### config.mk
export PLATFORM = sky130hd
export DESIGN_NAME = csa_bist_pattern_gen
export DESIGN_NICKNAME = d
export VERILOG_FILES = /design/src/rtl/csa_bist_pkg.sv /design/src/rtl/csa_bist_pattern_gen_lfsr.sv /design/src/rtl/csa_bist_pattern_gen.sv
export SDC_FILE = /design/constraint.sdc
export NUM_CORES = 1
export LEC_CHECK = 0
export CORE_AREA = 2 2 73 75
export CTS_BUF_LIST = sky130_fd_sc_hd__clkbuf_4 sky130_fd_sc_hd__clkbuf_8
export DETAILED_ROUTE_END_ITERATION = 16
export DIE_AREA = 0 0 75 77
export GPL_TIMING_DRIVEN = 0
export PLACE_DENSITY = 0.74
export SYNTH_ARGS = -nofsm -noshare
export SYNTH_HDL_FRONTEND = slang
export SYNTH_SLANG_ARGS = --single-unit
### constraint.sdc
create_clock -name clk -period 3.25 [get_ports clk]
set_input_delay 0.325 -clock clk [delete_from_list [all_inputs] [get_ports clk]]
set_output_delay 0.325 -clock clk [all_outputs]
set_load 0.005 [all_outputs]
### src/rtl/csa_bist_pkg.sv
// Shared types and constants for the carry-select adder BIST pattern source.
package csa_bist_pkg;

  localparam int DEF_OP_W = 5;

  typedef enum logic [2:0] {
    IDLE,
    INIT,
    APPLY,
    STROBE,
    DONE
  } state_t;

  // Feedback tap mask for a maximal-length Fibonacci LFSR of the given width.
  // Bit i set means vec[i] feeds the XOR that becomes the new LSB.
  function automatic logic [31:0] lfsr_taps(input int width);
    logic [31:0] taps;
    case (width)
      3:       taps = 32'h0000_0006;  // x^3+x^2+1
      5:       taps = 32'h0000_0014;  // x^5+x^3+1
      7:       taps = 32'h0000_0060;  // x^7+x^6+1
      9:       taps = 32'h0000_0110;  // x^9+x^5+1
      11:      taps = 32'h0000_0500;  // x^11+x^9+1
      13:      taps = 32'h0000_100D;  // x^13+x^4+x^3+x+1
      15:      taps = 32'h0000_6000;  // x^15+x^14+1
      17:      taps = 32'h0001_2000;  // x^17+x^14+1
      default: taps = 32'h0000_0500;
    endcase
    return taps;
  endfunction

endpackage

### src/rtl/csa_bist_pattern_gen_lfsr.sv
// Next-vector logic: binary up-counter or Fibonacci LFSR, plus the run start value.
module csa_bist_lfsr
  import csa_bist_pkg::*;
#(
  parameter int            VW         = 11,
  parameter logic [VW-1:0] SEED       = {{(VW-1){1'b0}}, 1'b1},
  parameter int            EXHAUSTIVE = 1
) (
  input  logic [VW-1:0] cur,
  output logic [VW-1:0] nxt,
  output logic [VW-1:0] first
);

  localparam logic [31:0] TAP_ALL = lfsr_taps(VW);
  localparam logic [VW-1:0] TAPS  = TAP_ALL[VW-1:0];

  // Select the successor of the current vector and the value a run starts from.
  always_comb begin
    nxt   = cur + VW'(1);
    first = '0;
    if (EXHAUSTIVE == 0) begin
      nxt   = {cur[VW-2:0], ^(cur & TAPS)};
      first = SEED;
    end
  end

endmodule

### src/rtl/csa_bist_pattern_gen.sv
// BIST pattern source: init pulse, then operand vectors with golden sum and a test strobe each.
//
// state  | meaning
// IDLE   | waiting for start; last run's outputs and done are held
// INIT   | comparator clear pulse on init
// APPLY  | vector stable, settle counter running (frozen by hold)
// STROBE | test pulse, vector still stable
// DONE   | run finished, busy dropped, done raised
module csa_bist_pattern_gen
  import csa_bist_pkg::*;
#(
  parameter int                OP_W       = DEF_OP_W,
  parameter int                NUM_VEC    = 2048,
  parameter int                SETTLE     = 2,
  parameter int                EXHAUSTIVE = 1,
  parameter logic [2*OP_W:0]   SEED       = {{(2*OP_W){1'b0}}, 1'b1},
  localparam int               IDX_W      = (NUM_VEC > 1) ? $clog2(NUM_VEC) : 1
) (
  input  logic              clk,
  input  logic              init_n,
  input  logic              start,
  input  logic              hold,
  output logic [OP_W-1:0]   a,
  output logic [OP_W-1:0]   b,
  output logic              cin,
  output logic [OP_W:0]     desired_output,
  output logic              init,
  output logic              test,
  output logic              busy,
  output logic              done,
  output logic [IDX_W-1:0]  vec_idx
);

  localparam int VW    = 2*OP_W + 1;
  localparam int CNT_W = (SETTLE > 1) ? $clog2(SETTLE + 1) : 1;

  if (SEED == '0 || NUM_VEC < 1 || NUM_VEC > (2**VW) || SETTLE < 1) begin : g_bad_params
    $fatal(1, "csa_bist_pattern_gen: SEED must be nonzero, NUM_VEC in 1..2^(2*OP_W+1), SETTLE >= 1");
  end

  state_t          state;
  logic [VW-1:0]   vec;
  logic [VW-1:0]   vec_nxt;
  logic [VW-1:0]   vec_first;
  logic [CNT_W-1:0] cnt;

  csa_bist_lfsr #(
    .VW         (VW),
    .SEED       (SEED),
    .EXHAUSTIVE (EXHAUSTIVE)
  ) u_next (
    .cur   (vec),
    .nxt   (vec_nxt),
    .first (vec_first)
  );

  // Golden sum is formed from the vector being loaded so both land in the same flop cycle.
  function automatic logic [OP_W:0] golden(input logic [VW-1:0] v);
    return {1'b0, v[VW-1:OP_W+1]} + {1'b0, v[OP_W:1]} + {{OP_W{1'b0}}, v[0]};
  endfunction

  assign a   = vec[VW-1:OP_W+1];
  assign b   = vec[OP_W:1];
  assign cin = vec[0];

  // Sequencer, settle counter and all registered outputs.
  always_ff @(posedge clk or negedge init_n) begin
    if (!init_n) begin
      state          <= IDLE;
      vec            <= '0;
      desired_output <= '0;
      init           <= 1'b0;
      test           <= 1'b0;
      busy           <= 1'b0;
      done           <= 1'b0;
      vec_idx        <= '0;
      cnt            <= '0;
    end else begin
      case (state)
        IDLE: begin
          if (start) begin
            state          <= INIT;
            done           <= 1'b0;
            busy           <= 1'b1;
            init           <= 1'b1;
            vec            <= vec_first;
            desired_output <= golden(vec_first);
            vec_idx        <= '0;
          end
        end
        INIT: begin
          init  <= 1'b0;
          cnt   <= CNT_W'(SETTLE);
          state <= APPLY;
        end
        APPLY: begin
          if (!hold) begin
            if (cnt == CNT_W'(1)) begin
              test  <= 1'b1;
              state <= STROBE;
            end else begin
              cnt <= cnt - CNT_W'(1);
            end
          end
        end
        STROBE: begin
          test <= 1'b0;
          if (vec_idx == IDX_W'(NUM_VEC - 1)) begin
            busy  <= 1'b0;
            done  <= 1'b1;
            state <= DONE;
          end else begin
            vec            <= vec_nxt;
            desired_output <= golden(vec_nxt);
            vec_idx        <= vec_idx + IDX_W'(1);
            cnt            <= CNT_W'(SETTLE);
            state          <= APPLY;
          end
        end
        DONE: begin
          state <= IDLE;
        end
        default: begin
          state <= IDLE;
        end
      endcase
    end
  end

endmodule

=== Word-level counts from Yosys, hierarchy flattened ===
Index checks and enable logic that the tools add are counted.

* Bits of input ports: 4
* Register bits after elaboration: 37
* Output and inout port bits: 32

* Add/subtract/negate cells: 5
* Reductions and logical operators: 11
* Equal/unequal tests: 11
* Multiplexer cells: 27

{| class="wikitable"
|+ Operator list
! operator !! number
|-
| case mux 11 bit (2 select lines) || 2
|-
| 2-to-1 mux 11 bit || 3
|-
| adder 11 x 1 -> 11 bit, second input constant || 2
|-
| 2-to-1 mux 3 bit || 4
|-
| 2-to-1 mux 6 bit || 2
|-
| != test 2 bit, second input constant || 6
|-
| case mux 3 bit (4 select lines) || 1
|-
| case mux 6 bit (2 select lines) || 1
|-
| AND reduction 3 bit || 4
|-
| == test 11 bit, second input constant || 1
|-
| case mux 1 bit (2 select lines) || 4
|-
| adder 5 x 5 -> 6 bit || 1
|-
| adder 6 x 1 -> 6 bit || 1
|-
| == test 3 x 2 -> 1 bit, second input constant || 2
|-
| 2-to-1 mux 1 bit || 6
|-
| 2-to-1 mux 2 bit || 3
|-
| case mux 2 bit (3 select lines) || 1
|-
| nonzero test 2 bit || 3
|-
| AND reduction 4 bit || 1
|-
| == test 3 x 1 -> 1 bit, second input constant || 1
|-
| zero test 3 bit || 1
|-
| nonzero test 3 bit || 1
|-
| == test 2 x 1 -> 1 bit, second input constant || 1
|-
| AND reduction 2 bit || 1
|-
| subtractor 2 x 1 -> 2 bit, second input constant || 1
|}

=== Longest topological paths before layout ===
Gate-level depths: netlist of run 1.

* Word-level depth: 5
* Gate-level depth with buffers: 11
* Gate-level depth less buffers: 11

=== Modules after synthesis ===
A second synthesis of run 1 with hierarchy kept.

* Cells, all modules: 265
* Area, all modules: 2,397.3 um^2

{| class="wikitable"
|+ By module, submodules not included
! module !! area an instance (um^2) !! instances !! cells each
|-
| csa_bist_pattern_gen || 2,147.1 || 1 || 231
|-
| csa_bist_lfsr || 250.2 || 1 || 34
|}

=== Worst setup path after synthesis of run 1 ===
OpenSTA, ideal clock, no wires.

* Path kind: register to register
* Start: reg vec[0]
* End: reg desired_output[4]
* Path slack: 969 ps
* Period minus slack after synthesis: 2,281 ps
* Stages on the path, launching flop included: 12
* Path buffers: 0
* Data required time: 3,174 ps
* Data arrival time: 2,204 ps
* Cells stage by stage: dfrtp_1 -> ha_1 -> nand3_4 -> or3_4 -> nand2_1 -> o21ai_0 -> fa_1 -> inv_1 -> a21o_1 -> a21oi_1 -> xor2_1 -> o21ai_1

* Cells in the longest elaborated chain, start to end: 5

{| class="wikitable"
|+ RTL lines
! element !! line !! text
|-
| start: declaration || csa_bist_pattern_gen.sv:42 || <nowiki>logic [VW-1:0] vec;</nowiki>
|-
| start signal: assignment || csa_bist_pattern_gen.sv:86 || <nowiki>vec <= vec_first;</nowiki>
|-
| start signal: assignment || csa_bist_pattern_gen.sv:113 || <nowiki>vec <= vec_nxt;</nowiki>
|-
| adder 11 x 1 -> 11 bit (*) || csa_bist_pattern_gen_lfsr.sv:19 || <nowiki>nxt = cur + VW'(1);</nowiki>
|-
| adder 5 x 5 -> 6 bit || csa_bist_pattern_gen.sv:59 || <nowiki>return {1'b0, v[VW-1:OP_W+1]} + {1'b0, v[OP_W:1]} + {{OP_W{1'b0}}, v[0]};</nowiki>
|-
| adder 6 x 1 -> 6 bit (*) || csa_bist_pattern_gen.sv:59 ||
|-
| 2-to-1 mux 6 bit (*) || csa_bist_pattern_gen.sv:108 || <nowiki>if (vec_idx == IDX_W'(NUM_VEC - 1)) begin</nowiki>
|-
| case mux 6 bit (2 select lines) (*) || csa_bist_pattern_gen.sv:79 || <nowiki>case (state)</nowiki>
|-
| end signal: assignment || csa_bist_pattern_gen.sv:87 || <nowiki>desired_output <= golden(vec_first);</nowiki>
|-
| end signal: assignment || csa_bist_pattern_gen.sv:114 || <nowiki>desired_output <= golden(vec_nxt);</nowiki>
|-
| end: declaration || csa_bist_pattern_gen.sv:26 || <nowiki>output logic [OP_W:0] desired_output,</nowiki>
|}

Mark *: on every way between the ends. The rest lies on a longest branch, timed or not. The select of a mux whose other input is x is not followed.
A chain may end at the register's enable or synchronous reset.

=== Worst setup path in the final report of run 1 ===
* Start: reg vec[1]
* End: reg desired_output[4]

* Cells in the longest elaborated chain, start to end: 5

{| class="wikitable"
|+ RTL lines
! element !! line
|-
| adder 11 x 1 -> 11 bit || csa_bist_pattern_gen_lfsr.sv:19
|-
| adder 5 x 5 -> 6 bit || csa_bist_pattern_gen.sv:59
|-
| adder 6 x 1 -> 6 bit || csa_bist_pattern_gen.sv:59
|-
| 2-to-1 mux 6 bit || csa_bist_pattern_gen.sv:108
|-
| case mux 6 bit (2 select lines) || csa_bist_pattern_gen.sv:79
|}

No other way between the ends. The select of a mux whose other input is x is not followed.

==> impl_metrics.tcl, run 1 <==
set metrics [dict create \
    synth_seq_cells 37 \
    drive_above_1_share 0.127 \
    yosys.area_share.simple 0.220 \
    ios 36 \
    r2r_end "desired_output[4]" \
    crit_path_start_kind "flip-flop" \
    fin_crit_ns 2.49 \
    relSlewSlack 0.447 \
    max_stage_delay_ns 0.46 \
    syn_area_per_cell_um2 10.0 \
    synth_compound_area_frac 0.173 \
    gr-usage-all-layers 0.178 \
    grt_pass1_wl_um 7950 \
    synth_top_family_by_area "simple AND/OR/NAND/NOR gates" \
    netlist_area_um2 2170 \
    grt_max_degree 38 \
    crit_required_ns 3.42 \
    htree_levels 2 \
    rows 26 \
    die_h_um 77 \
    vias 1713 \
    synth-edff-count 0 \
    p_per_area_nw_per_um2 548 \
    slew_violations 0 \
    worstSetupPathType "flip-flop to flip-flop" \
    syn_to_final_growth_pct 23.9 \
    wl_per_cell_um 14.3 \
    cts_hold_buf 0 \
    status "complete, no violations" \
    netlist_instances 217 \
    cts.clk_slew.worst_paths_ns 0.07 \
    stdcell_count 330 \
    start_util 0.437 \
    max_freq_mhz 402 \
    io_buffers 35 \
    gp_congestion 0.805 \
    startpoint "vec[1]" \
    cap_violations 0 \
    syn_nets 229 \
    synth_warnings 0 \
    drtPass1Iterations 4 \
    cts_sinks 37 \
    synth-xor-area-share 0.0806 \
    initialDrtViolationCount 96 \
    core_area_um2 4980 \
    cp_data_arrival_time_ns 2.66 \
    drt-total-wl_um 4720 \
    cts_setup_buffers 0 \
    async_reset_ff_frac 1.00 \
    ant_nets 0 \
    fin_tns_setup_ns 0 \
    rsz0062_at_grt "false" \
    grt_pass1_vias 1717 \
    cpMostUsedCell "o21ai_1" \
    synthAdderAreaFrac 0.0495 \
    antenna_found_initial 0 \
    synthMuxAreaShare 0.00461 \
    skew_ns 0.00587 \
    hold_viol_final 0 \
    most-common-layout-cells "37 x dfrtp_1, 34 x clkdlybuf4s50_1, 21 x nand2_1" \
    viasPerCell 5.19 \
    dieArea_um2 5780 \
    num_antenna_cells 0 \
    cts_resized 0 \
    cts_buffers 5 \
    cts_tree "done" \
    worst-r2r-setup-slack_ns 0.76 \
    rr_worst_depth 11 \
    hold_path_class "input port to asynchronous set/reset pin" \
    final_common_cell "dfrtp_1" \
    slowest_stage "dfrtp_1" \
    end_kind "flip-flop" \
    r2r_start "vec[1]" \
    setup_violations 0 \
    drc 0 \
    vdd_drop_max_uv 301 \
    synth_cell_types 49 \
    synthFlopType "dfrtp_1" \
    p_total_uw 1470 \
    finalNetCount 271 \
    dp.cells 322 \
    place_hpwl_um 3340 \
    dieWidth_um 75 \
    insertion_delay_ns 0.29 \
    cellLeakagePower_uw 0.00116 \
    period_share 0.766 \
    clockRootBuffer "clkbuf_8" \
    worstMarginPinSlew_ns 0.829 \
    synth_seq_area_share 0.426 \
    cp_cell_sequence "ha_1 > nand3_4 > o21ai_1 > nand2_1 > o21ai_0 > fa_1 > inv_1 > a21o_1 > a21oi_1 > xor2_1 > o21ai_1" \
    clock_path_buffers 2 \
    crit_fanout 7 \
    overflow 0 \
]
## registers in the layout, summed over array words and instances (netlist names)
register / cells
init: 1
desired_output: 6
state: 3
vec: 11
cnt: 2
busy: 1
vec_idx: 11
done: 1
test: 1
## synth_stat cells, types with 2 or more instances
cell type / instances / area share
dfrtp_1: 37 / 0.43
nand2_1: 21 / 0.036
nor2_1: 17 / 0.029
xnor2_1: 14 / 0.056
nand3_1: 13 / 0.030
o21ai_0: 11 / 0.025
inv_1: 10 / 0.017
a21oi_1: 7 / 0.016
ha_1: 7 / 0.040
nor3_1: 7 / 0.016
o21ai_1: 7 / 0.016
o31ai_1: 7 / 0.024
buf_2: 6 / 0.014
xor2_1: 6 / 0.024
nor3_2: 4 / 0.018
a21o_1: 3 / 0.010
nand4_1: 3 / 0.0086
a31oi_1: 2 / 0.0058
and4_1: 2 / 0.0081
buf_6: 2 / 0.010
nand3b_1: 2 / 0.0069
o21a_1: 2 / 0.0069
## per-stage QoR
stage	utilization	cell area, µm²	setup WS, ns	hold WS (ns)
finish	0.541	2690	0.759	0.132
global route	0.541	2690	0.495	0.188
CTS	0.541	2690	0.750	0.152
floorplan	-	2170	0.969	0.0294
detailed placement	0.524	2610	0.777	0.470
global placement	0.525	2610	0.791	0.465
## area by class of cell
class | count | area (µm²)
Clock buffer | 6 | 76.3
Fill cell | 458 | 2280
Buffer | 10 | 63.8
Inverter | 10 | 37.5
Multi-Input combinational cell | 160 | 1150
Timing Repair Buffer | 35 | 345
Tap cell | 70 | 87.6
Clock inverter | 2 | 10.0
Sequential cell | 37 | 926
## how the worst max path moves through the flow
stage	end	slack [ns]	depth (start not counted)
5_1_grt	desired_output[4]	0.49	11
3_3_place_gp	desired_output[4]	0.79	11
3_5_place_dp	desired_output[4]	0.78	11
6_report	desired_output[4]	0.76	11
2_1_floorplan	desired_output[4]	0.97	11
4_1_cts	desired_output[4]	0.75	11
## logic make-up (layout without fill, tap and decap cells)
kind of cell    count (synthesis)  after routing
simple gates                   82             82
compound gates                 49             49
flops                          37             37
xor+xnor                       20             20
buf+inv                        20             63
fa+ha+maj                       8              8
mux                             1              1
## power breakdown
group	total [µW]	internal [µW]	switching [µW]
sequential	598	532	66.8
combinational	560	252	308
clock	316	157	159
total	1470	941	534
## layer usage
metal / wire length (µm) / GRT usage / up-vias
met5: 0 / 0 / -
met4: 63 / 0.0536 / 0
met3: 219 / 0.0420 / 6
met2: 2290 / 0.292 / 38
met1: 2140 / 0.227 / 818
li1: - / - / 851
## critical path: cells and delay by family, from the launching register on
| kind | cells | cell delay (ns) |
|---|---|---|
| fa+ha+maj | 2 | 0.52 |
| compound gates | 5 | 0.88 |
| flops | 1 | 0.46 |
| simple gates | 2 | 0.25 |
| xor+xnor | 1 | 0.19 |
| buf+inv | 1 | 0.06 |
Note: power is estimated with default switching activity, not from simulation.
==> run 2: changes to the inputs <==
--- a/config.mk
+++ b/config.mk
@@ -10,7 +10,7 @@
 export DETAILED_ROUTE_END_ITERATION = 16
 export DIE_AREA = 0 0 75 77
 export GPL_TIMING_DRIVEN = 0
-export PLACE_DENSITY = 0.74
+export PLACE_DENSITY = 0.76
 export SYNTH_ARGS = -nofsm -noshare
 export SYNTH_HDL_FRONTEND = slang
 export SYNTH_SLANG_ARGS = --single-unit
==> constraint.sdc (replaced) <==
create_clock -name clk -period 2.05 [get_ports clk]
set_input_delay 0.205 -clock clk [delete_from_list [all_inputs] [get_ports clk]]
set_output_delay 0.205 -clock clk [all_outputs]
set_load 0.005 [all_outputs]
==> impl_metrics.tcl, run 2 (synthesis gave the netlist of run 1 again) <==
set metrics [dict create \
    status "finished, violations left" \
    violations "setup timing" \
    hold_path_class "input port to asynchronous set/reset pin" \
    clockRootBuffer "clkbuf_8" \
    period_share 1.10 \
    viasPerCell 5.37 \
    relSlewSlack 0.447 \
    drc 0 \
    cp_data_arrival_time_ns 2.43 \
    hold_viol_final 0 \
    worst-r2r-setup-slack_ns -0.21 \
    cts_buffers 5 \
    insertion_delay_ns 0.29 \
    dp.cells 322 \
    cts.clk_slew.worst_paths_ns 0.08 \
    core_area_um2 4980 \
    clock_path_buffers 2 \
    fin_ws_ns -0.209 \
    rsz0062_at_grt "true" \
    cellLeakagePower_uw 0.00130 \
    drive_above_1_share 0.264 \
    crit_required_ns 2.23 \
    holdWs_ns 0.0135 \
    grt_max_degree 38 \
    worstMarginPinSlew_ns 0.829 \
    dieArea_um2 5780 \
    rows 26 \
    place_hpwl_um 3290 \
    worstSetupPathType "flip-flop to flip-flop" \
    ios 36 \
    slew_violations 0 \
    io_buffers 35 \
    r2r_start "vec[1]" \
    grt_pass1_vias 1782 \
    skew_ns 0.00838 \
    gr-usage-all-layers 0.186 \
    drt-total-wl_um 5300 \
    vdd_drop_max_uv 493 \
    reg_top3 "vec x11, vec_idx x11, desired_output x6" \
    crit_fanout 5 \
    max_freq_mhz 443 \
    cap_violations 0 \
    initialDrtViolationCount 122 \
    cts_sinks 37 \
    r2r_end "desired_output[4]" \
    final_common_cell "clkdlybuf4s50_1" \
    num_antenna_cells 0 \
    drtPass1Iterations 4 \
    end_kind "flip-flop" \
    stdcell_count 346 \
    grt_pass1_wl_um 8340 \
    dieWidth_um 75 \
    gp_congestion 0.797 \
    postLayoutCoreUtil 0.599 \
    finalNetCount 287 \
    crit_path_start_kind "flip-flop" \
    overflow 0 \
    fillers 422 \
    die_h_um 77 \
    start_util 0.437 \
    ant_nets 0 \
    htree_levels 2 \
    cts_tree "done" \
    most-common-layout-cells "34 x clkdlybuf4s50_1, 30 x dfrtp_1, 19 x nand2_1" \
    setup_violations 4 \
    fin_crit_ns 2.26 \
    wl_per_cell_um 15.3 \
    p_per_area_nw_per_um2 888 \
    vias 1857 \
    syn_to_final_growth_pct 37.1 \
    antenna_found_initial 0 \
    rr_worst_depth 11 \
]
## run 2: layout make-up
cell class                 count  area (µm²)  share of cell area
buffer                        10        63.8              0.0214
clock buffer                   7        90.1              0.0302
clock inverter                 1        30.0              0.0101
inverter                      10        37.5              0.0126
multi-input combinational    160        1270               0.426
sequential                    37         935               0.314
tap                           70        87.6              0.0294
timing repair buffer          51         465               0.156
## run 2: layer usage
layer / global-route usage / share of wire / vias to the layer above
met5: 0 / 0 / -
met4: 0.0732 / 0.021 / 0
met3: 0.0512 / 0.044 / 11
met2: 0.289 / 0.50 / 53
met1: 0.241 / 0.44 / 913
li1: - / - / 880
## run 2: worst max-delay path by stage
stage,depth (start not counted),end,from
2_1_floorplan,11,desired_output[4],vec[0]
3_3_place_gp,11,desired_output[4],vec[0]
3_5_place_dp,9,desired_output[4],vec[2]
4_1_cts,11,desired_output[4],vec[1]
5_1_grt,11,desired_output[4],vec[1]
6_report,11,desired_output[4],vec[1]
## run 2: metrics by stage
step | total power, µW | worst slack (ns) | TNS [ns] | instance area, µm²
finish | 2640 | -0.209 | -0.304 | 2980
global route | 2810 | -0.311 | -0.711 | 2980
CTS | 2590 | -0.187 | -0.335 | 2840
detailed placement | 1880 | -0.293 | -0.860 | 2630
global placement | 1850 | -0.228 | -4.21 | 2640
floorplan | 1540 | -0.0704 | -0.0704 | 2200
## run 2: critical path: stages, from the launching register on
cell	delay [ns]
dfrtp_2	0.42
ha_4	0.16
nand3_4	0.12
or3_4	0.42
nand2_4	0.08
o21ai_4	0.06
fa_2	0.37
inv_2	0.05
a21o_1	0.12
a21oi_2	0.06
xor2_1	0.17
o21ai_1	0.09
## run 2: where the power goes
group          internal [µW]  switching, µW  leakage [µW]
Combinational            471            551      0.000756
Sequential               846            106      0.000482
Clock                    410            261     0.0000619
## run 2: timing repair
| item | CTS | global route |
|---|---|---|
| setup endpoints to repair | 5 | 5 |
| buffers inserted | 8 | 8 |
| endpoints found under the hold margin | 0 | 0 |
| pin swaps | 9 | 6 |
| hold buffers | 0 | 0 |
| gates resized for setup | 10 | 15 |
